File: src/rtl/adder_pipe.sv
// Pipelined add/subtract built from 4-bit carry-lookahead groups.
// One WIDTH/STAGES-bit slice per stage, valid/ready with global stall.
module adder_pipe #(
  parameter int WIDTH  = 32,
  parameter int STAGES = 2
) (
  input  logic             clk,
  input  logic             rst,
  input  logic             in_valid,
  output logic             in_ready,
  input  logic [WIDTH-1:0] A,
  input  logic [WIDTH-1:0] B,
  input  logic             C,
  input  logic             sub,
  output logic             out_valid,
  input  logic             out_ready,
  output logic [WIDTH-1:0] S,
  output logic             cout,
  output logic             ovf,
  output logic             zero
);
  localparam int SW  = WIDTH / STAGES;
  localparam int NG  = SW / 4;
  localparam int MSB = WIDTH - 1;

  function automatic logic [SW:0] cla_slice(
    input logic [SW-1:0] a,
    input logic [SW-1:0] b,
    input logic          ci
  );
    logic [SW-1:0] p, g, s;
    logic [NG:0]   gc;
    logic [3:0]    pj, gj, c;
    logic          cj, gg;
    p = a ^ b;
    g = a & b;
    s = '0;
    gc = '0;
    gc[0] = ci;
    for (int j = 0; j < NG; j++) begin
      pj = p[4*j +: 4];
      gj = g[4*j +: 4];
      cj = gc[j];
      c[0] = cj;
      c[1] = gj[0] | (pj[0] & cj);
      c[2] = gj[1] | (pj[1] & gj[0]) | (pj[1] & pj[0] & cj);
      c[3] = gj[2] | (pj[2] & gj[1]) | (pj[2] & pj[1] & gj[0])
           | (pj[2] & pj[1] & pj[0] & cj);
      gg = gj[3] | (pj[3] & gj[2]) | (pj[3] & pj[2] & gj[1])
         | (pj[3] & pj[2] & pj[1] & gj[0]);
      gc[j+1] = gg | ((&pj) & cj);
      s[4*j +: 4] = pj ^ c;
    end
    return {gc[NG], s};
  endfunction

  logic             v_q   [STAGES];
  logic             v_d   [STAGES];
  logic             c_q   [STAGES];
  logic             c_d   [STAGES];
  logic [WIDTH-1:0] a_q   [STAGES];
  logic [WIDTH-1:0] a_d   [STAGES];
  logic [WIDTH-1:0] b_q   [STAGES];
  logic [WIDTH-1:0] b_d   [STAGES];
  logic [WIDTH-1:0] s_q   [STAGES];
  logic [WIDTH-1:0] s_d   [STAGES];
  logic             src_v [STAGES];
  logic             src_c [STAGES];
  logic [WIDTH-1:0] src_a [STAGES];
  logic [WIDTH-1:0] src_b [STAGES];
  logic [WIDTH-1:0] src_s [STAGES];
  logic [SW:0]      r     [STAGES];
  logic             ovf_q, ovf_d;
  logic             zero_q, zero_d;
  logic             en;
  logic [WIDTH-1:0] fin;

  always_comb begin
    en = !v_q[STAGES-1] || out_ready;
    src_v[0] = in_valid;
    src_a[0] = A;
    src_b[0] = sub ? ~B : B;
    src_c[0] = C ^ sub;
    src_s[0] = '0;
    for (int k = 1; k < STAGES; k++) begin
      src_v[k] = v_q[k-1];
      src_a[k] = a_q[k-1];
      src_b[k] = b_q[k-1];
      src_c[k] = c_q[k-1];
      src_s[k] = s_q[k-1];
    end
    for (int k = 0; k < STAGES; k++) begin
      r[k] = cla_slice(src_a[k][k*SW +: SW],
                       src_b[k][k*SW +: SW],
                       src_c[k]);
      v_d[k] = src_v[k];
      a_d[k] = src_a[k];
      b_d[k] = src_b[k];
      c_d[k] = r[k][SW];
      s_d[k] = src_s[k];
      s_d[k][k*SW +: SW] = r[k][SW-1:0];
    end
    // flags come from the completed sum so they land with S
    fin = s_d[STAGES-1];
    ovf_d = (src_a[STAGES-1][MSB] == src_b[STAGES-1][MSB])
         && (fin[MSB] != src_a[STAGES-1][MSB]);
    zero_d = (fin == '0);
  end

  always_ff @(posedge clk) begin
    if (rst) begin
      for (int k = 0; k < STAGES; k++) begin
        v_q[k] <= 1'b0;
        c_q[k] <= 1'b0;
        a_q[k] <= '0;
        b_q[k] <= '0;
        s_q[k] <= '0;
      end
      ovf_q  <= 1'b0;
      zero_q <= 1'b0;
    end else if (en) begin
      for (int k = 0; k < STAGES; k++) begin
        v_q[k] <= v_d[k];
        c_q[k] <= c_d[k];
        a_q[k] <= a_d[k];
        b_q[k] <= b_d[k];
        s_q[k] <= s_d[k];
      end
      ovf_q  <= ovf_d;
      zero_q <= zero_d;
    end
  end

  assign in_ready  = en;
  assign out_valid = v_q[STAGES-1];
  assign S         = s_q[STAGES-1];
  assign cout      = c_q[STAGES-1];
  assign ovf       = ovf_q;
  assign zero      = zero_q;
endmodule

File: config.mk
export PLATFORM = sky130hd
export DESIGN_NAME = adder_pipe
export DESIGN_NICKNAME = d
export VERILOG_FILES = /design/src/rtl/adder_pipe.sv
export SDC_FILE = /design/constraint.sdc
export NUM_CORES = 1
export LEC_CHECK = 0
export CAP_MARGIN = 10
export CORE_ASPECT_RATIO = 0.8
export CORE_MARGIN = 5
export CORE_UTILIZATION = 31
export CTS_CLUSTER_SIZE = 30
export DETAILED_ROUTE_END_ITERATION = 12
export GPL_ROUTABILITY_DRIVEN = 0
export REMOVE_ABC_BUFFERS = 1
export SYNTH_ARGS = -nofsm -noshare
export SYNTH_HDL_FRONTEND = slang
export SYNTH_SLANG_ARGS = --single-unit
File: constraint.sdc
create_clock -name clk -period 5.02 [get_ports clk]
set_input_delay 1.506 -clock clk [delete_from_list [all_inputs] [get_ports clk]]
set_output_delay 1.506 -clock clk [all_outputs]
set_load 0.01 [all_outputs]
==> results of run 1 <==
[final timing paths]
check / end / slack [ns]
max reg2reg: zero / 1.08
max: s_q[0][12] / 0.76
min: zero / 0.46
min reg2reg: zero / 0.46
[kinds of logic (layout without fill, tap and decap cells)]
logic type	Yosys count	after routing	share of synthesized area
simple gates	142	142	0.159
flops	86	86	0.529
xor+xnor	53	53	0.0998
compound gates	50	50	0.0724
fa+ha+maj	40	40	0.116
buf+inv	29	142	0.0233
[metrics by stage]
stage	cells	utilization	cell area, sq um	hold WS (ns)
after floorplan	387	-	4790	0.480
after global placement	707	0.405	6140	0.439
after detailed placement	707	0.405	6140	0.445
after CTS	723	0.425	6440	0.459
after global routing	723	0.425	6440	0.477
final	723	0.425	6440	0.456
[metal layers]
layer / vias up / share of wire / global-route usage
met5: - / 0 / 0
met4: 0 / 0.016 / 0.0451
met3: 13 / 0.051 / 0.0327
met2: 73 / 0.48 / 0.196
met1: 1507 / 0.46 / 0.153
li1: 1628 / - / -
[cells in the mapped netlist, types with 7 or more instances]
cell type   n
ha_1       32
fa_1        8
and2_1     37
xnor2_1    24
edfxtp_1   84
clkbuf_1    9
nor4_1      7
o21ai_0     7
xor2_1     28
nor2_1     49
nand2_1    10
nor3_1     12
a21oi_1    13
inv_1      16
[final cells by class]
type,count,share of cell area
well taps,210,0.0408
multi-input cells,285,0.337
clock inverters,4,0.00699
inverters,16,0.00951
clock buffers,12,0.0398
flip-flops and latches,86,0.398
repair buffers,110,0.169
[critical path, stage by stage]
cell	delay, ns
clkdlybuf4s50_1	0.47
xor2_1	0.15
ha_1	0.30
a211oi_1	0.43
a31oi_2	0.20
o21ai_2	0.22
a21oi_1	0.13
a21oi_1	0.23
inv_1	0.06
a21oi_1	0.20
fa_1	0.44
nor2_1	0.10
[flip-flops by register name, indices dropped and copies added, names as in the netlist]
name	cells
b_q	16
s_q	48
a_q	16
zero	1
v_q	2
c_q	2
ovf	1
[report_power, final]
part / leakage, nW / total, mW / internal, mW / switching (mW)
Clock: 0.152 / 0.666 / 0.410 / 0.256
Combinational: 1.44 / 0.500 / 0.261 / 0.239
Sequential: 0.992 / 0.929 / 0.894 / 0.0344
==> results.json, run 1 <==
{
  "setup_viol": 0,
  "leakage_nw": 2.59,
  "synth.area.top_cells": "edfxtp_1 (52%), ha_1 (8.3%), xor2_1 (5.1%)",
  "rsz0062_at_grt": "no",
  "whs_path_depth": 2,
  "grt_max_degree": 85,
  "post_cts_resized": 0,
  "first_pass_iters": 4,
  "fin_nets": 618,
  "skew_ns": 0.00412,
  "initial_core_util": 0.319,
  "postCtsSetupBuffers": 0,
  "r2r_cells": 12,
  "wirelength_um": 10100,
  "path_class": "in2reg",
  "area_delta_synth_final_pct": 33.1,
  "dr.first_iter.drc_count": 125,
  "fp.dieArea_sq_mm": 0.0182,
  "syn_inst": 400,
  "viasPerCell": 4.46,
  "cp_data_required_time_ns": 5.19,
  "path_clk_slew_ns": 0.06,
  "drive_gt1_frac": 0.0760,
  "synth_seq_cells": 86,
  "postRouteAntennaNets": 0,
  "drc_errors": 0,
  "fill_cells": 1450,
  "netlist_area_sq_mm": 0.00484,
  "cp-start-kind": "primary input",
  "max-slew-margin-rel": 0.297,
  "maxSlewViolCount": 0,
  "antennaDiodeCount": 0,
  "status": "finished, final reports clean",
  "htree_levels": 3,
  "vias": 3221,
  "seqCellArea_sq_mm": 0.00256,
  "synth_edf_count": 84,
  "ir_drop_v": 0.000121,
  "multi_input_area_sq_mm": 0.00217,
  "fin_crit_ns": 4.26,
  "synth_warnings": 0,
  "critical_path_arrival_ns": 4.43,
  "cts_max_path_buffers": 2,
  "syn-mean-instance-area_sq_um": 12.1,
  "fin_ws_ns": 0.765,
  "root_buffer": "clkbuf_16",
  "synth-main-ff-cell": "edfxtp_1",
  "io_buffers": 106,
  "die_w_um": 150,
  "fp-row-count": 40,
  "ys_types": 45,
  "insertion_delay_ns": 0.34,
  "core_area_sq_mm": 0.0152,
  "dp_hpwl_um": 7780,
  "cts_tree": "built",
  "power_mw": 2.09,
  "numCtsBuffers": 9,
  "die_h_um": 122,
  "grt_util_all_layers": 0.120,
  "async_reset_ff_frac": 0,
  "wl_per_cell_um": 14.0,
  "crit_path_end_kind": "flop",
  "ios": 107,
  "hold_buffers": 0,
  "hold_viol": 0,
  "clock-sinks": 86,
  "grt_pass1_wl_um": 16800,
  "grt_antenna_before_repair": 0,
  "tightest_slew_ns": 1.05,
  "fin_setup_tns_ns": 0,
  "power_density_mw_per_mm2": 325,
  "grt-ovfl-total": 0,
  "final.period_utilization": 0.848,
  "ys_seq_area_frac": 0.529,
  "crit_fanout": 4,
  "final_common_cell": "clkdlybuf4s50_1",
  "dp_slack_ns": 0.424,
  "critical_path.startpoint": "B[5]",
  "synth_top_area_frac": 0.521,
  "grt_pass1_vias": 3372,
  "fmax_mhz": 235,
  "hold_start": "zero",
  "maxCapViolations": 0,
  "synth_top_area_cell": "edfxtp_1",
  "layout_common_cells": "clkdlybuf4s50_1 (105), edfxtp_1 (84), nor2_1 (49)",
  "reg2reg_from": "a_q[0][16]",
  "hold_class": "reg2reg"
}
(Power assumes the default switching activity.)
==> inputs of run 2 (changes only) <==
==> constraint.sdc (replaced) <==
create_clock -name clk -period 4.34 [get_ports clk]
set_input_delay 1.302 -clock clk [delete_from_list [all_inputs] [get_ports clk]]
set_output_delay 1.302 -clock clk [all_outputs]
set_load 0.01 [all_outputs]
==> run 2 against run 1 <==
Combinational power increased by 17%; critical path depth unchanged; routed wire length increased by 2.4%; power increased by 19%; clock power increased by 25%; flip-flop and latch count unchanged; utilization increased by 0.39 points.
==> results.json, run 2 (same netlist as run 1, synthesis figures left out) <==
{
  "status": "finished, final reports clean",
  "skew_ns": 0.00541,
  "numCtsBuffers": 9,
  "cts_max_path_buffers": 2,
  "placed_area_sq_mm": 0.00617,
  "antennaDiodeCount": 0,
  "htree_levels": 3,
  "crit_path_end_kind": "flop",
  "maxCapViolations": 0,
  "cp-endpoint": "s_q[0][12]",
  "postRouteAntennaNets": 0,
  "top_register": "s_q",
  "slowest_delay_ns": 0.47,
  "hold_class": "reg2reg",
  "leakage_nw": 2.61,
  "design_area_sq_mm": 0.00650,
  "rsz0062_at_grt": "no",
  "cp_data_required_time_ns": 4.52,
  "dr.first_iter.drc_count": 136,
  "grt-ovfl-total": 0,
  "final.period_utilization": 0.913,
  "ios": 107,
  "holdWs_ns": 0.462,
  "gr-usage-met2": 0.194,
  "hold_viol": 0,
  "maxSlewViolCount": 0,
  "r2r_cells": 12,
  "path_common_cell": "a21oi_1",
  "grt_util_all_layers": 0.120,
  "grt_pass1_vias": 3359,
  "cts_tree": "built",
  "clock-sinks": 86,
  "drive_gt1_frac": 0.0816,
  "initial_core_util": 0.319,
  "max-slew-margin-rel": 0.331,
  "first_pass_iters": 4,
  "viasPerCell": 4.47,
  "final_util": 0.429,
  "wirelength_um": 10400,
  "largest_register_ffs": 48,
  "power_density_mw_per_mm2": 383,
  "numPlacedInstances": 709,
  "final_cells": 725,
  "fin_setup_tns_ns": 0,
  "grt_antenna_before_repair": 0,
  "grt_max_degree": 49,
  "io_buffers": 106,
  "critical_path_arrival_ns": 4.14,
  "path_clk_slew_ns": 0.06,
  "dp_hpwl_um": 7930,
  "grtUsageMet1": 0.154,
  "insertion_delay_ns": 0.34,
  "fp-row-count": 40,
  "met3_usage": 0.0420,
  "fmax_mhz": 252,
  "vias": 3238,
  "crit_fanout": 4,
  "path_class": "in2reg",
  "final_common_cell": "clkdlybuf4s50_1",
  "die_h_um": 122,
  "wl_per_cell_um": 14.3,
  "path_cells": "clkdlybuf4s50_1 > xor2_1 > ha_1 > a211oi_1 > a31oi_2 > o21ai_2 > a21oi_1 > a21oi_1 > inv_1 > a21oi_1 > fa_1 > nor2_1",
  "reg2reg_to": "zero",
  "reg2reg_from": "a_q[0][16]",
  "root_buffer": "clkbuf_16",
  "layout_common_cells": "clkdlybuf4s50_1 (105), edfxtp_1 (84), nor2_1 (49)",
  "tightest_slew_ns": 1.00,
  "dp_slack_ns": 0.0509,
  "hold_buffers": 0,
  "fin_ws_ns": 0.376,
  "largest_registers": "s_q: 48 flops, a_q: 16 flops, b_q: 16 flops",
  "postCtsSetupBuffers": 0,
  "fp.dieArea_sq_mm": 0.0182,
  "grt_busiest_layer": "met2",
  "critical_path.startpoint": "B[5]",
  "die_w_um": 150,
  "setup_viol": 0,
  "cpMaxStageDelayCell": "clkdlybuf4s50_1",
  "drc_errors": 0,
  "ir_drop_v": 0.000209,
  "area_delta_synth_final_pct": 34.4,
  "cp-start-kind": "primary input",
  "core_area_sq_mm": 0.0152,
  "r2r_setup_slack_ns": 0.55,
  "fin_crit_ns": 3.96,
  "grt_pass1_wl_um": 16800,
  "power_mw": 2.49,
  "whs_path_depth": 2,
  "fin_nets": 620
}
-- run 2: changes by cell type in the layout (fill, tap and decap cells not counted) --
cell / delta
bufinv_16: +1
buf_12: +1
nor4_1: -1
buf_4: +1
nor4_2: +1
clkinv_2: -1
-- run 2: report_power, final --
part / switching [mW] / total [mW] / leakage (nW) / internal, mW
sequential: 0.0395 / 1.07 / 0.992 / 1.03
clock: 0.299 / 0.832 / 0.163 / 0.533
combinational: 0.279 / 0.585 / 1.46 / 0.306
-- run 2: worst min path at each step --
stage	end	slack [ns]	startpoint
2_1_floorplan	ovf	0.48	ovf
3_3_place_gp	ovf	0.44	ovf
3_5_place_dp	ovf	0.45	ovf
4_1_cts	ovf	0.47	ovf
5_1_grt	ovf	0.49	ovf
6_report	ovf	0.46	ovf
-- run 2: worst max-delay path: cells and delay by family --
kind | cells | cell delay [ns]
compound gates | 6 | 1.33
buf+inv | 2 | 0.53
xor+xnor | 1 | 0.15
fa+ha+maj | 2 | 0.73
simple gates | 1 | 0.10
-- run 2: area by class of cell --
class	instances	area [sq um]
Fill cell	1408	8660
Sequential cell	86	2560
Multi-Input combinational cell	285	2180
Timing Repair Buffer	112	1110
Tap cell	210	263
Clock buffer	12	256
Clock inverter	4	70.1
Inverter	16	61.3
-- run 2: per-layer routing --
layer,share of wire,vias up
met1,0.45,1504
met2,0.47,86
met4,0.013,0
met3,0.070,11
li1,-,1637
met5,0,-
-- run 2: what timing repair did --
item,in CTS,in global routing
resized for setup,0,1
setup endpoints to repair,0,1
endpoints found under the hold margin,0,0
